`src/rtl/ep2_cmd_engine_if.sv`:
```
// Bus bundle for the EP2 command engine: EP2 OUT buffer port, Wishbone
// master port and the reply (IN buffer) port. The engine uses 'master'.
interface ep2_cmd_engine_if;
    // EP2 OUT buffer
    logic        buf_out_hasdata;
    logic [7:0]  buf_out_q;
    logic [9:0]  buf_out_len;
    logic [8:0]  buf_out_addr;
    logic        buf_out_arm;
    logic        buf_out_arm_ack;
    // Wishbone
    logic [2:0]  wb_adr_o;
    logic [7:0]  wb_dat_o;
    logic [7:0]  wb_dat_i;
    logic        wb_we_o;
    logic        wb_stb_o;
    logic        wb_ack_i;
    // Reply buffer
    logic [8:0]  usb_in_addr;
    logic [7:0]  usb_in_data;
    logic        usb_in_wren;
    logic        usb_in_ready;
    logic        usb_in_commit;
    logic [9:0]  usb_in_commit_len;
    logic        usb_in_commit_ack;

    modport master (
        input  buf_out_hasdata, buf_out_q, buf_out_len, buf_out_arm_ack,
        output buf_out_addr, buf_out_arm,
        output wb_adr_o, wb_dat_o, wb_we_o, wb_stb_o,
        input  wb_dat_i, wb_ack_i,
        output usb_in_addr, usb_in_data, usb_in_wren, usb_in_commit, usb_in_commit_len,
        input  usb_in_ready, usb_in_commit_ack
    );

    modport slave (
        output buf_out_hasdata, buf_out_q, buf_out_len, buf_out_arm_ack,
        input  buf_out_addr, buf_out_arm,
        input  wb_adr_o, wb_dat_o, wb_we_o, wb_stb_o,
        output wb_dat_i, wb_ack_i,
        input  usb_in_addr, usb_in_data, usb_in_wren, usb_in_commit, usb_in_commit_len,
        output usb_in_ready, usb_in_commit_ack
    );
endinterface

```
`src/rtl/ep2_cmd_engine.sv`:
```
// EP2 command engine: walks an OUT packet as (addr, data) pairs, applies
// local register writes, issues Wishbone reads/writes, collects read results
// into a reply packet, commits it and re-arms the OUT buffer.
module ep2_cmd_engine #(
    parameter int RD_LAT     = 4,
    parameter int WB_TIMEOUT = 255
) (
    input  logic              clk,
    input  logic              reset,
    ep2_cmd_engine_if.master  bus,
    output logic [7:0]        reset_ctrl,
    output logic [1:0]        insel,
    output logic [10:0]       isoc_commit_len,
    output logic [15:0]       cmd_count,
    output logic [7:0]        err_count
);
    localparam logic [3:0] S_IDLE       = 4'd0;
    localparam logic [3:0] S_FETCH_A    = 4'd1;
    localparam logic [3:0] S_FETCH_D    = 4'd2;
    localparam logic [3:0] S_EXEC       = 4'd3;
    localparam logic [3:0] S_WB_WAIT    = 4'd4;
    localparam logic [3:0] S_NEXT       = 4'd5;
    localparam logic [3:0] S_REPLY      = 4'd6;
    localparam logic [3:0] S_REPLY_WAIT = 4'd7;
    localparam logic [3:0] S_ARM        = 4'd8;

    localparam logic [7:0]  LAT_LAST = 8'(RD_LAT - 1);
    localparam logic [15:0] TO_LAST  = 16'(WB_TIMEOUT - 1);

    logic [3:0]  state;
    logic [8:0]  pairs;
    logic [8:0]  pair_idx;
    logic [8:0]  next_idx;
    logic [7:0]  lat_cnt;
    logic [15:0] wb_cnt;
    logic [9:0]  reply_cnt;
    logic [7:0]  cmd_addr;
    logic [7:0]  cmd_data;
    logic        is_read;
    logic        arm_ack_seen;
    logic        wb_done;
    logic [7:0]  reply_byte;
    logic        unused_len_lsb;

    assign next_idx   = pair_idx + 9'd1;
    // A Wishbone cycle ends on the first ack or when the wait budget runs out.
    assign wb_done    = bus.wb_ack_i || (wb_cnt == TO_LAST);
    // Timed-out reads report 0xEE in place of slave data.
    assign reply_byte = bus.wb_ack_i ? bus.wb_dat_i : 8'hEE;
    // A trailing odd byte never forms a pair, so the length LSB is not needed.
    assign unused_len_lsb = bus.buf_out_len[0];

    // Command sequencer: packet walk, Wishbone handshake, reply commit, re-arm.
    always_ff @(posedge clk) begin
        if (reset) begin
            state                 <= S_IDLE;
            bus.wb_stb_o          <= 1'b0;
            bus.wb_we_o           <= 1'b0;
            bus.buf_out_arm       <= 1'b0;
            bus.usb_in_wren       <= 1'b0;
            bus.usb_in_commit     <= 1'b0;
            bus.buf_out_addr      <= '0;
            bus.usb_in_addr       <= '0;
            cmd_count             <= '0;
            err_count             <= '0;
            reset_ctrl            <= 8'hF3;
            insel                 <= 2'b00;
            isoc_commit_len       <= 11'd512;
            pairs                 <= '0;
            pair_idx              <= '0;
            lat_cnt               <= '0;
            wb_cnt                <= '0;
            reply_cnt             <= '0;
            is_read               <= 1'b0;
            arm_ack_seen          <= 1'b0;
        end else begin
            case (state)
                S_IDLE: begin
                    if (bus.buf_out_hasdata) begin
                        pairs            <= bus.buf_out_len[9:1];
                        pair_idx         <= '0;
                        reply_cnt        <= '0;
                        lat_cnt          <= '0;
                        bus.buf_out_addr <= '0;
                        if (bus.buf_out_len[9:1] == 9'd0) begin
                            bus.buf_out_arm <= 1'b1;
                            arm_ack_seen    <= 1'b0;
                            state           <= S_ARM;
                        end else begin
                            state <= S_FETCH_A;
                        end
                    end
                end
                S_FETCH_A: begin
                    if (lat_cnt == LAT_LAST) begin
                        cmd_addr         <= bus.buf_out_q;
                        lat_cnt          <= '0;
                        bus.buf_out_addr <= {pair_idx[7:0], 1'b1};
                        state            <= S_FETCH_D;
                    end else begin
                        lat_cnt <= lat_cnt + 8'd1;
                    end
                end
                S_FETCH_D: begin
                    if (lat_cnt == LAT_LAST) begin
                        cmd_data <= bus.buf_out_q;
                        lat_cnt  <= '0;
                        state    <= S_EXEC;
                    end else begin
                        lat_cnt <= lat_cnt + 8'd1;
                    end
                end
                S_EXEC: begin
                    wb_cnt <= '0;
                    state  <= S_NEXT;
                    case (cmd_addr)
                        8'd6: reset_ctrl             <= cmd_data;
                        8'd7: insel                  <= cmd_data[1:0];
                        8'd8: isoc_commit_len[10:8]  <= cmd_data[2:0];
                        8'd9: isoc_commit_len[7:0]   <= cmd_data;
                        8'd5: begin
                            is_read      <= 1'b1;
                            bus.wb_stb_o <= 1'b1;
                            bus.wb_we_o  <= 1'b0;
                            bus.wb_adr_o <= cmd_data[2:0];
                            state        <= S_WB_WAIT;
                        end
                        default: begin
                            is_read      <= 1'b0;
                            bus.wb_stb_o <= 1'b1;
                            bus.wb_we_o  <= 1'b1;
                            bus.wb_adr_o <= cmd_addr[2:0];
                            bus.wb_dat_o <= cmd_data;
                            state        <= S_WB_WAIT;
                        end
                    endcase
                end
                S_WB_WAIT: begin
                    if (wb_done) begin
                        bus.wb_stb_o <= 1'b0;
                        bus.wb_we_o  <= 1'b0;
                        state        <= S_NEXT;
                        if (!bus.wb_ack_i && err_count != 8'hFF) begin
                            err_count <= err_count + 8'd1;
                        end
                        if (is_read) begin
                            bus.usb_in_data <= reply_byte;
                            bus.usb_in_addr <= reply_cnt[8:0];
                            bus.usb_in_wren <= 1'b1;
                            reply_cnt       <= reply_cnt + 10'd1;
                        end
                    end else begin
                        wb_cnt <= wb_cnt + 16'd1;
                    end
                end
                S_NEXT: begin
                    bus.usb_in_wren <= 1'b0;
                    cmd_count       <= cmd_count + 16'd1;
                    pair_idx        <= next_idx;
                    if (next_idx < pairs) begin
                        bus.buf_out_addr <= {next_idx[7:0], 1'b0};
                        lat_cnt          <= '0;
                        state            <= S_FETCH_A;
                    end else if (reply_cnt == 10'd0) begin
                        bus.buf_out_arm <= 1'b1;
                        arm_ack_seen    <= 1'b0;
                        state           <= S_ARM;
                    end else begin
                        state <= S_REPLY;
                    end
                end
                S_REPLY: begin
                    if (bus.usb_in_ready) begin
                        bus.usb_in_commit     <= 1'b1;
                        bus.usb_in_commit_len <= reply_cnt;
                        state                 <= S_REPLY_WAIT;
                    end
                end
                S_REPLY_WAIT: begin
                    if (bus.usb_in_commit_ack) begin
                        bus.usb_in_commit <= 1'b0;
                        bus.buf_out_arm   <= 1'b1;
                        arm_ack_seen      <= 1'b0;
                        state             <= S_ARM;
                    end
                end
                S_ARM: begin
                    // Release only after the ack has been seen high and then low.
                    if (bus.buf_out_arm_ack) begin
                        arm_ack_seen <= 1'b1;
                    end else if (arm_ack_seen) begin
                        bus.buf_out_arm <= 1'b0;
                        state           <= S_IDLE;
                    end
                end
                default: state <= S_IDLE;
            endcase
        end
    end
endmodule

```
`src/flat_wrapper.sv`:
```
// flat-port wrapper written by rule: the top's interface ports become plain ports
module ep2_cmd_engine_flat 
#(
    parameter int RD_LAT     = 4,
    parameter int WB_TIMEOUT = 255
)
  (clk, reset, reset_ctrl, insel, isoc_commit_len, cmd_count, err_count, bus_buf_out_hasdata, bus_buf_out_q, bus_buf_out_len, bus_buf_out_arm_ack, bus_buf_out_addr, bus_buf_out_arm, bus_wb_adr_o, bus_wb_dat_o, bus_wb_we_o, bus_wb_stb_o, bus_wb_dat_i, bus_wb_ack_i, bus_usb_in_addr, bus_usb_in_data, bus_usb_in_wren, bus_usb_in_commit, bus_usb_in_commit_len, bus_usb_in_ready, bus_usb_in_commit_ack);
  ep2_cmd_engine_if bus_i ();
  input  logic clk;
  input  logic reset;
  output logic [7:0] reset_ctrl;
  output logic [1:0] insel;
  output logic [10:0] isoc_commit_len;
  output logic [15:0] cmd_count;
  output logic [7:0] err_count;
  input wire logic [$bits(bus_i.buf_out_hasdata)-1:0] bus_buf_out_hasdata;
  input wire logic [$bits(bus_i.buf_out_q)-1:0] bus_buf_out_q;
  input wire logic [$bits(bus_i.buf_out_len)-1:0] bus_buf_out_len;
  input wire logic [$bits(bus_i.buf_out_arm_ack)-1:0] bus_buf_out_arm_ack;
  output wire logic [$bits(bus_i.buf_out_addr)-1:0] bus_buf_out_addr;
  output wire logic [$bits(bus_i.buf_out_arm)-1:0] bus_buf_out_arm;
  output wire logic [$bits(bus_i.wb_adr_o)-1:0] bus_wb_adr_o;
  output wire logic [$bits(bus_i.wb_dat_o)-1:0] bus_wb_dat_o;
  output wire logic [$bits(bus_i.wb_we_o)-1:0] bus_wb_we_o;
  output wire logic [$bits(bus_i.wb_stb_o)-1:0] bus_wb_stb_o;
  input wire logic [$bits(bus_i.wb_dat_i)-1:0] bus_wb_dat_i;
  input wire logic [$bits(bus_i.wb_ack_i)-1:0] bus_wb_ack_i;
  output wire logic [$bits(bus_i.usb_in_addr)-1:0] bus_usb_in_addr;
  output wire logic [$bits(bus_i.usb_in_data)-1:0] bus_usb_in_data;
  output wire logic [$bits(bus_i.usb_in_wren)-1:0] bus_usb_in_wren;
  output wire logic [$bits(bus_i.usb_in_commit)-1:0] bus_usb_in_commit;
  output wire logic [$bits(bus_i.usb_in_commit_len)-1:0] bus_usb_in_commit_len;
  input wire logic [$bits(bus_i.usb_in_ready)-1:0] bus_usb_in_ready;
  input wire logic [$bits(bus_i.usb_in_commit_ack)-1:0] bus_usb_in_commit_ack;
  assign bus_i.buf_out_hasdata = bus_buf_out_hasdata;
  assign bus_i.buf_out_q = bus_buf_out_q;
  assign bus_i.buf_out_len = bus_buf_out_len;
  assign bus_i.buf_out_arm_ack = bus_buf_out_arm_ack;
  assign bus_buf_out_addr = bus_i.buf_out_addr;
  assign bus_buf_out_arm = bus_i.buf_out_arm;
  assign bus_wb_adr_o = bus_i.wb_adr_o;
  assign bus_wb_dat_o = bus_i.wb_dat_o;
  assign bus_wb_we_o = bus_i.wb_we_o;
  assign bus_wb_stb_o = bus_i.wb_stb_o;
  assign bus_i.wb_dat_i = bus_wb_dat_i;
  assign bus_i.wb_ack_i = bus_wb_ack_i;
  assign bus_usb_in_addr = bus_i.usb_in_addr;
  assign bus_usb_in_data = bus_i.usb_in_data;
  assign bus_usb_in_wren = bus_i.usb_in_wren;
  assign bus_usb_in_commit = bus_i.usb_in_commit;
  assign bus_usb_in_commit_len = bus_i.usb_in_commit_len;
  assign bus_i.usb_in_ready = bus_usb_in_ready;
  assign bus_i.usb_in_commit_ack = bus_usb_in_commit_ack;
  ep2_cmd_engine #(.RD_LAT(RD_LAT), .WB_TIMEOUT(WB_TIMEOUT)) u_core (.clk(clk), .reset(reset), .bus(bus_i), .reset_ctrl(reset_ctrl), .insel(insel), .isoc_commit_len(isoc_commit_len), .cmd_count(cmd_count), .err_count(err_count));
endmodule
```
`config.mk`:
```
export PLATFORM = sky130hd
export DESIGN_NAME = ep2_cmd_engine_flat
export DESIGN_NICKNAME = d
export VERILOG_FILES = /design/src/rtl/ep2_cmd_engine_if.sv /design/src/rtl/ep2_cmd_engine.sv /design/src/flat_wrapper.sv
export SDC_FILE = /design/constraint.sdc
export NUM_CORES = 1
export LEC_CHECK = 0
export CORE_UTILIZATION = 50
export DETAILED_ROUTE_END_ITERATION = 12
export DONT_BUFFER_PORTS = 1
export SYNTH_ARGS = -nofsm -noshare
export SYNTH_HDL_FRONTEND = slang
export SYNTH_SLANG_ARGS = --single-unit
```
`constraint.sdc`:
```
create_clock -name clk -period 4.71 [get_ports clk]
set_input_delay 0.942 -clock clk [delete_from_list [all_inputs] [get_ports clk]]
set_output_delay 0.942 -clock clk [all_outputs]
set_load 0.01 [all_outputs]
```
**After elaboration in Yosys (flattened, before gate mapping)**

Index checks and enable logic that the tools add are counted.

- Logic and storage cells: 166
- Register bits after elaboration: 171
- Output and inout bits: 97

- Magnitude comparators: 1
- Mux-type cells: 55
- Bitwise logic cells: 3
- Equality and inequality tests: 32
- Reductions and logical operators: 42
- Add/sub/neg operators: 6

Operators by type and width:

| operator | number |
|---|---|
| 2-to-1 mux 4 bit | 11 |
| case mux 4 bit (9 select lines) | 1 |
| AND reduction 3 bit | 11 |
| adder 16 x 1 -> 16 bit (second input constant) | 2 |
| case mux 16 bit (2 select lines) | 1 |
| 2-to-1 mux 10 bit | 3 |
| 2-to-1 mux 9 bit | 3 |
| case mux 9 bit (3 select lines) | 1 |
| == test 8 x 3 -> 1 bit (second input constant) | 3 |
| 2-to-1 mux 8 bit | 3 |
| case mux 8 bit (3 select lines) | 1 |
| case mux 10 bit (2 select lines) | 1 |
| 2-to-1 mux 1 bit | 19 |
| case mux 9 bit (2 select lines) | 1 |
| adder 8 x 1 -> 8 bit (second input constant) | 2 |
| == test 16 x 8 -> 1 bit (second input constant) | 1 |
| == test 4 x 3 -> 1 bit (second input constant) | 4 |
| == test 8 x 4 -> 1 bit (second input constant) | 2 |
| 2-to-1 mux 16 bit | 1 |
| inequality test 2 x 1 -> 1 bit (second input constant) | 8 |
| inequality test 2 bit (second input constant) | 8 |
| AND reduction 2 bit | 8 |
| AND reduction 8 bit | 2 |
| case mux 1 bit (2 select lines) | 6 |
| 25 further kinds | 36 |

**Longest topological paths before layout**

- Depth after elaboration: 4
- Depth in mapped cells: 11
- Mapped depth without buffers: 10

**Least setup slack after synthesis**

Ideal clock, no wire load.

- Path type: reg-to-reg
- Start point: register u_core.pair_idx[0]
- End point: register u_core.bus.buf_out_addr[6]
- Stages on the path, launching flop included: 12
- Arrival: 2779 ps
- Required time: 4587 ps
- Path slack: 1807 ps
- Period minus slack after synthesis: 2903 ps
- Setup time: 123 ps
- Cell sequence: dfxtp_1 -> ha_1 -> nand3_1 -> nor3_1 -> xor2_1 -> ha_1 -> nand2_1 -> a211o_1 -> o21ai_0 -> a221o_1 -> buf_2 -> mux2_1

- Cells in the longest elaborated chain, start to end: 4
- Elaborated cells on any way between the ends: 6
- Those cells by class: add/sub: 1; order compare: 1; eq/ne: 1; mux: 2; reduce/logical: 1

RTL lines:

| element | line | source |
|---|---|---|
| start, declared | ep2_cmd_engine.sv:32 | `logic [8:0] pair_idx;` |
| start signal, assigned | ep2_cmd_engine.sv:159 | `pair_idx <= next_idx;` |
| adder 9 x 1 -> 9 bit (*) | ep2_cmd_engine.sv:45 | `assign next_idx = pair_idx + 9'd1;` |
| less-than comparator 9 bit | ep2_cmd_engine.sv:160 | `if (next_idx < pairs) begin` |
| inequality test 2 x 1 -> 1 bit (no source line) | - |  |
| AND reduction 4 bit (no source line) | - |  |
| end signal, assigned | ep2_cmd_engine.sv:98 | `bus.buf_out_addr <= {pair_idx[7:0], 1'b1};` |
| end signal, assigned | ep2_cmd_engine.sv:161 | `bus.buf_out_addr <= {next_idx[7:0], 1'b0};` |
| end, declared | ep2_cmd_engine_if.sv:29 | `output buf_out_addr, buf_out_arm,` |

Mark *: on every way between the ends. The rest lies on a longest branch, timed or not. The select of a mux whose other input is x is not followed.
A chain may end at the register's enable or synchronous reset.

**Worst setup path in the final report**

- Start point: register u_core.pair_idx[0]
- End point: register u_core.bus.buf_out_addr[8]

The elaborated chain is that of the path after synthesis.

==> summary.md <==
| Metric | Value |
|---|---|
| Outcome | `complete, no violations` |
| First-pass GRT wire length | `26600 µm` |
| Max_slew headroom | `0.426` |
| Worst-margin pin slew | `854 ps` |
| Post-Syn Nets | `839` |
| Worst hold path endpoint | `u_core.pairs[8]` |
| DR vias | `5762` |
| Largest family of logic cells by synthesized area | `simple AND/OR/NAND/NOR gates` |
| Drt wl/cell | `17.1 µm` |
| CTS root buffer | `clkbuf_16` |
| EDFF count, synth | `45` |
| Vias in the first global route | `5270` |
| Mux cell area share after synthesis | `0.0509` |
| Reg2Reg Launch Point | `u_core.pair_idx[0]` |
| Critical path launch point type | `register` |
| P&R area growth vs syn | `8.81%` |
| Worst EP required | `5020 ps` |
| Simple-gate share of the synthesized area | `0.209` |
| Share of post-route cells with drive strength above 1 | `0.0808` |
| Final Max Slew Viols | `0` |
| Final hold violations | `0` |
| Clk_lat worst skew | `430 ps` |
| DP HPWL | `11600 µm` |
| Synthesized area per cell | `9.77 µm²` |
| Number of DRC markers in iteration 0 | `340` |
| Dpl cells | `948` |
| CTS resizes | `0` |
| Adder-Cell Fraction of Synth Area | `0.0259` |
| RD Place Congestion | `0.847` |
| Worst setup path category | `register to register` |
| Antenna Nets Post-Route | `0` |
| Synth cell types | `72` |
| Vias/cell | `5.88` |
| Tcrit/Tclk final | `0.782` |
| Die Area | `0.0159 mm²` |
| Io pins | `130` |
| GRT Total Usage | `0.214` |
| Fin util | `0.554` |
| Register area share after synthesis | `0.502` |
| Tmin final | `3680 ps` |
| Total grt overflow | `0` |
| Critical Path Source | `u_core.pair_idx[0]` |
| Setup TNS | `0 ps` |
| Largest net degree at the start of global routing | `100` |
| CTS Buf Count | `17` |
| Count of port buffers added during placement | `0` |
| ANT cells | `0` |
| Core Region | `0.0151 mm²` |
| Finish-stage setup viols | `0` |
| Syn Inst Count | `790` |
| Met2 Routed Length | `8400 µm` |
| Hold_sp | `u_core.pairs[8]` |
| Reg2reg end | `u_core.bus.buf_out_addr[8]` |
| Post-synthesis compound-gate area fraction | `0.130` |
| CTS tree | `yes` |
| M1 WL | `7210 µm` |
| Post-synth ARST share | `0` |
| Postcts setup bufs | `0` |
| Hold path depth | `2` |
| Yosys warnings | `0` |
| PwrDens | `416 mW/mm²` |
| Main flop type after synthesis | `dfxtp_1` |
| Met3 WL | `919 µm` |
| Crit. End Element | `register` |
| Clock skew | `11.5 ps` |
| Die H | `126 µm` |
| Drt total wl | `16700 µm` |
| Max H-tree Level | `4` |
| Pleak | `0.00279 µW` |
| Worst IR drop on VDD | `0.287 mV` |
| Initial antenna violation count | `0` |
| Initial Util | `0.509` |
| Worst-case clock buffer depth | `2` |
| Pre-antenna DRT Iters | `4` |
| Post-Syn Area | `0.00771 mm²` |
| Crit path arrival time | `3990 ps` |
| Clk slew on worst S/H paths | `70 ps` |
| Flop-to-flop setup slack | `1030 ps` |
| # rows | `45` |
| Max_cap viols | `0` |
| Peak Freq | `272 MHz` |
| XOR/XNOR share of the synthesized area | `0.0420` |
| Worst reg-to-reg path cell count | `10` |
| Unrepaired setup endpoints after global routing | `false` |
| Die Width | `126 µm` |
| Number of synthesized register bits | `171` |
| Top layer in use | `met4` |
| Hold crit path type | `register to register` |
| Hold_buf cts | `0` |
| DRC | `0` |
| Worst-path fanout max | `9` |
| Final net count | `828` |
| Clk sinks | `171` |
| Finished Layout Cells | `980` |
[worst max-delay path, cell delays in order, from the launching register on]
cell,delay [ps]
dfxtp_1,470
ha_1,300
nand3_1,210
nor3_1,300
xor2_1,140
ha_1,320
nand2_1,70
a211o_1,280
o21ai_0,510
a221o_1,590
mux2_1,370
[state kept, by name, indices dropped and copies added (netlist names), 4 cells and up]
| signal | cells |
|---|---|
| u_core.lat_cnt | 8 |
| u_core.bus.buf_out_addr | 9 |
| u_core.reset_ctrl | 8 |
| u_core.pairs | 9 |
| u_core.isoc_commit_len | 11 |
| u_core.bus.usb_in_commit_len | 10 |
| u_core.bus.usb_in_data | 8 |
| u_core.cmd_count | 16 |
| u_core.bus.wb_dat_o | 8 |
| u_core.pair_idx | 9 |
| u_core.err_count | 8 |
| u_core.cmd_addr | 8 |
| u_core.state | 4 |
| u_core.wb_cnt | 16 |
| u_core.cmd_data | 8 |
| u_core.bus.usb_in_addr | 9 |
| u_core.reply_cnt | 10 |
[stage by stage]
step                      setup slack [ps]  power, µW  hold slack [ps]  area, µm²
after floorplan                       1810       2100              432       7710
after global placement                1200       2190              442       7840
after detailed placement              1110       2210              442       7840
after CTS                             1070       3530              451       8390
after global routing                   757       3660              471       8390
final                                 1030       3500              455       8390
[where the power goes]
| part | switching (µW) | total, µW | internal [µW] |
|---|---|---|---|
| sequential | 89.0 | 1650 | 1560 |
| clock | 584 | 1320 | 733 |
| combinational | 339 | 532 | 192 |
| total | 1010 | 3500 | 2480 |
[how the worst max path moves through the flow]
stage / end / cells after the start
floorplan: u_core.bus.buf_out_addr[6] / 11
CTS: u_core.bus.buf_out_addr[6] / 10
global placement: u_core.bus.buf_out_addr[8] / 10
global route: u_core.bus.buf_out_addr[8] / 10
finish: u_core.bus.buf_out_addr[8] / 10
detailed placement: u_core.bus.buf_out_addr[6] / 10
[layout make-up]
class,count,area (µm²)
clock buffer,20,437
clock inverter,12,116
fill,1315,6750
inverter,36,135
multi-input combinational,546,3540
sequential,171,3870
tap,188,235
timing repair buffer,7,52.6
[cells in the final DEF (no fill, tap or decap), types with 4 or more instances in the layout]
master / count
a311oi_1: 5
or2_2: 5
inv_1: 36
nor2_1: 84
xnor2_1: 27
edfxtp_1: 45
nor2b_1: 6
or4_1: 5
buf_4: 7
clkbuf_16: 17
o211ai_1: 4
nand2b_1: 7
nor4b_2: 4
xor2_1: 10
a21oi_1: 55
a2111oi_2: 6
and2_1: 9
dfxtp_1: 126
o32ai_1: 5
mux2i_1: 37
clkinvlp_4: 4
nor4_1: 11
nor3_1: 16
and4_1: 6
and3_1: 4
or3_1: 19
o21ai_0: 26
o31ai_1: 4
nand2_1: 82
ha_1: 16
nand3_1: 22
nand4_1: 13
[cell usage after synthesis, types with 19 or more instances]
| master | instances | area share |
|---|---|---|
| inv_1 | 36 | 0.018 |
| dfxtp_1 | 126 | 0.33 |
| nand2_1 | 82 | 0.040 |
| nor2_1 | 84 | 0.041 |
| mux2i_1 | 37 | 0.048 |
| xnor2_1 | 27 | 0.031 |
| edfxtp_1 | 45 | 0.18 |
| a21oi_1 | 55 | 0.036 |
| nand3_1 | 22 | 0.014 |
| or3_1 | 19 | 0.015 |
| o21ai_0 | 26 | 0.017 |
| clkbuf_1 | 21 | 0.010 |
[routing by layer]
layer | track usage | vias to the layer above
li1 | - | 2821
met4 | 0.0801 | 0
met3 | 0.0582 | 15
met1 | 0.261 | 2790
met5 | 0 | -
met2 | 0.360 | 136
[kinds of logic after synthesis]
kind of cell,Yosys count
AO/OA/AOI/OAI,143
AND/OR/NAND/NOR,311
XOR/XNOR,37
flip-flops,171
adder cells (fa/ha/maj),16
multiplexers,39
buffers and inverters,73
No activity file was read; power rests on OpenSTA's default activity.
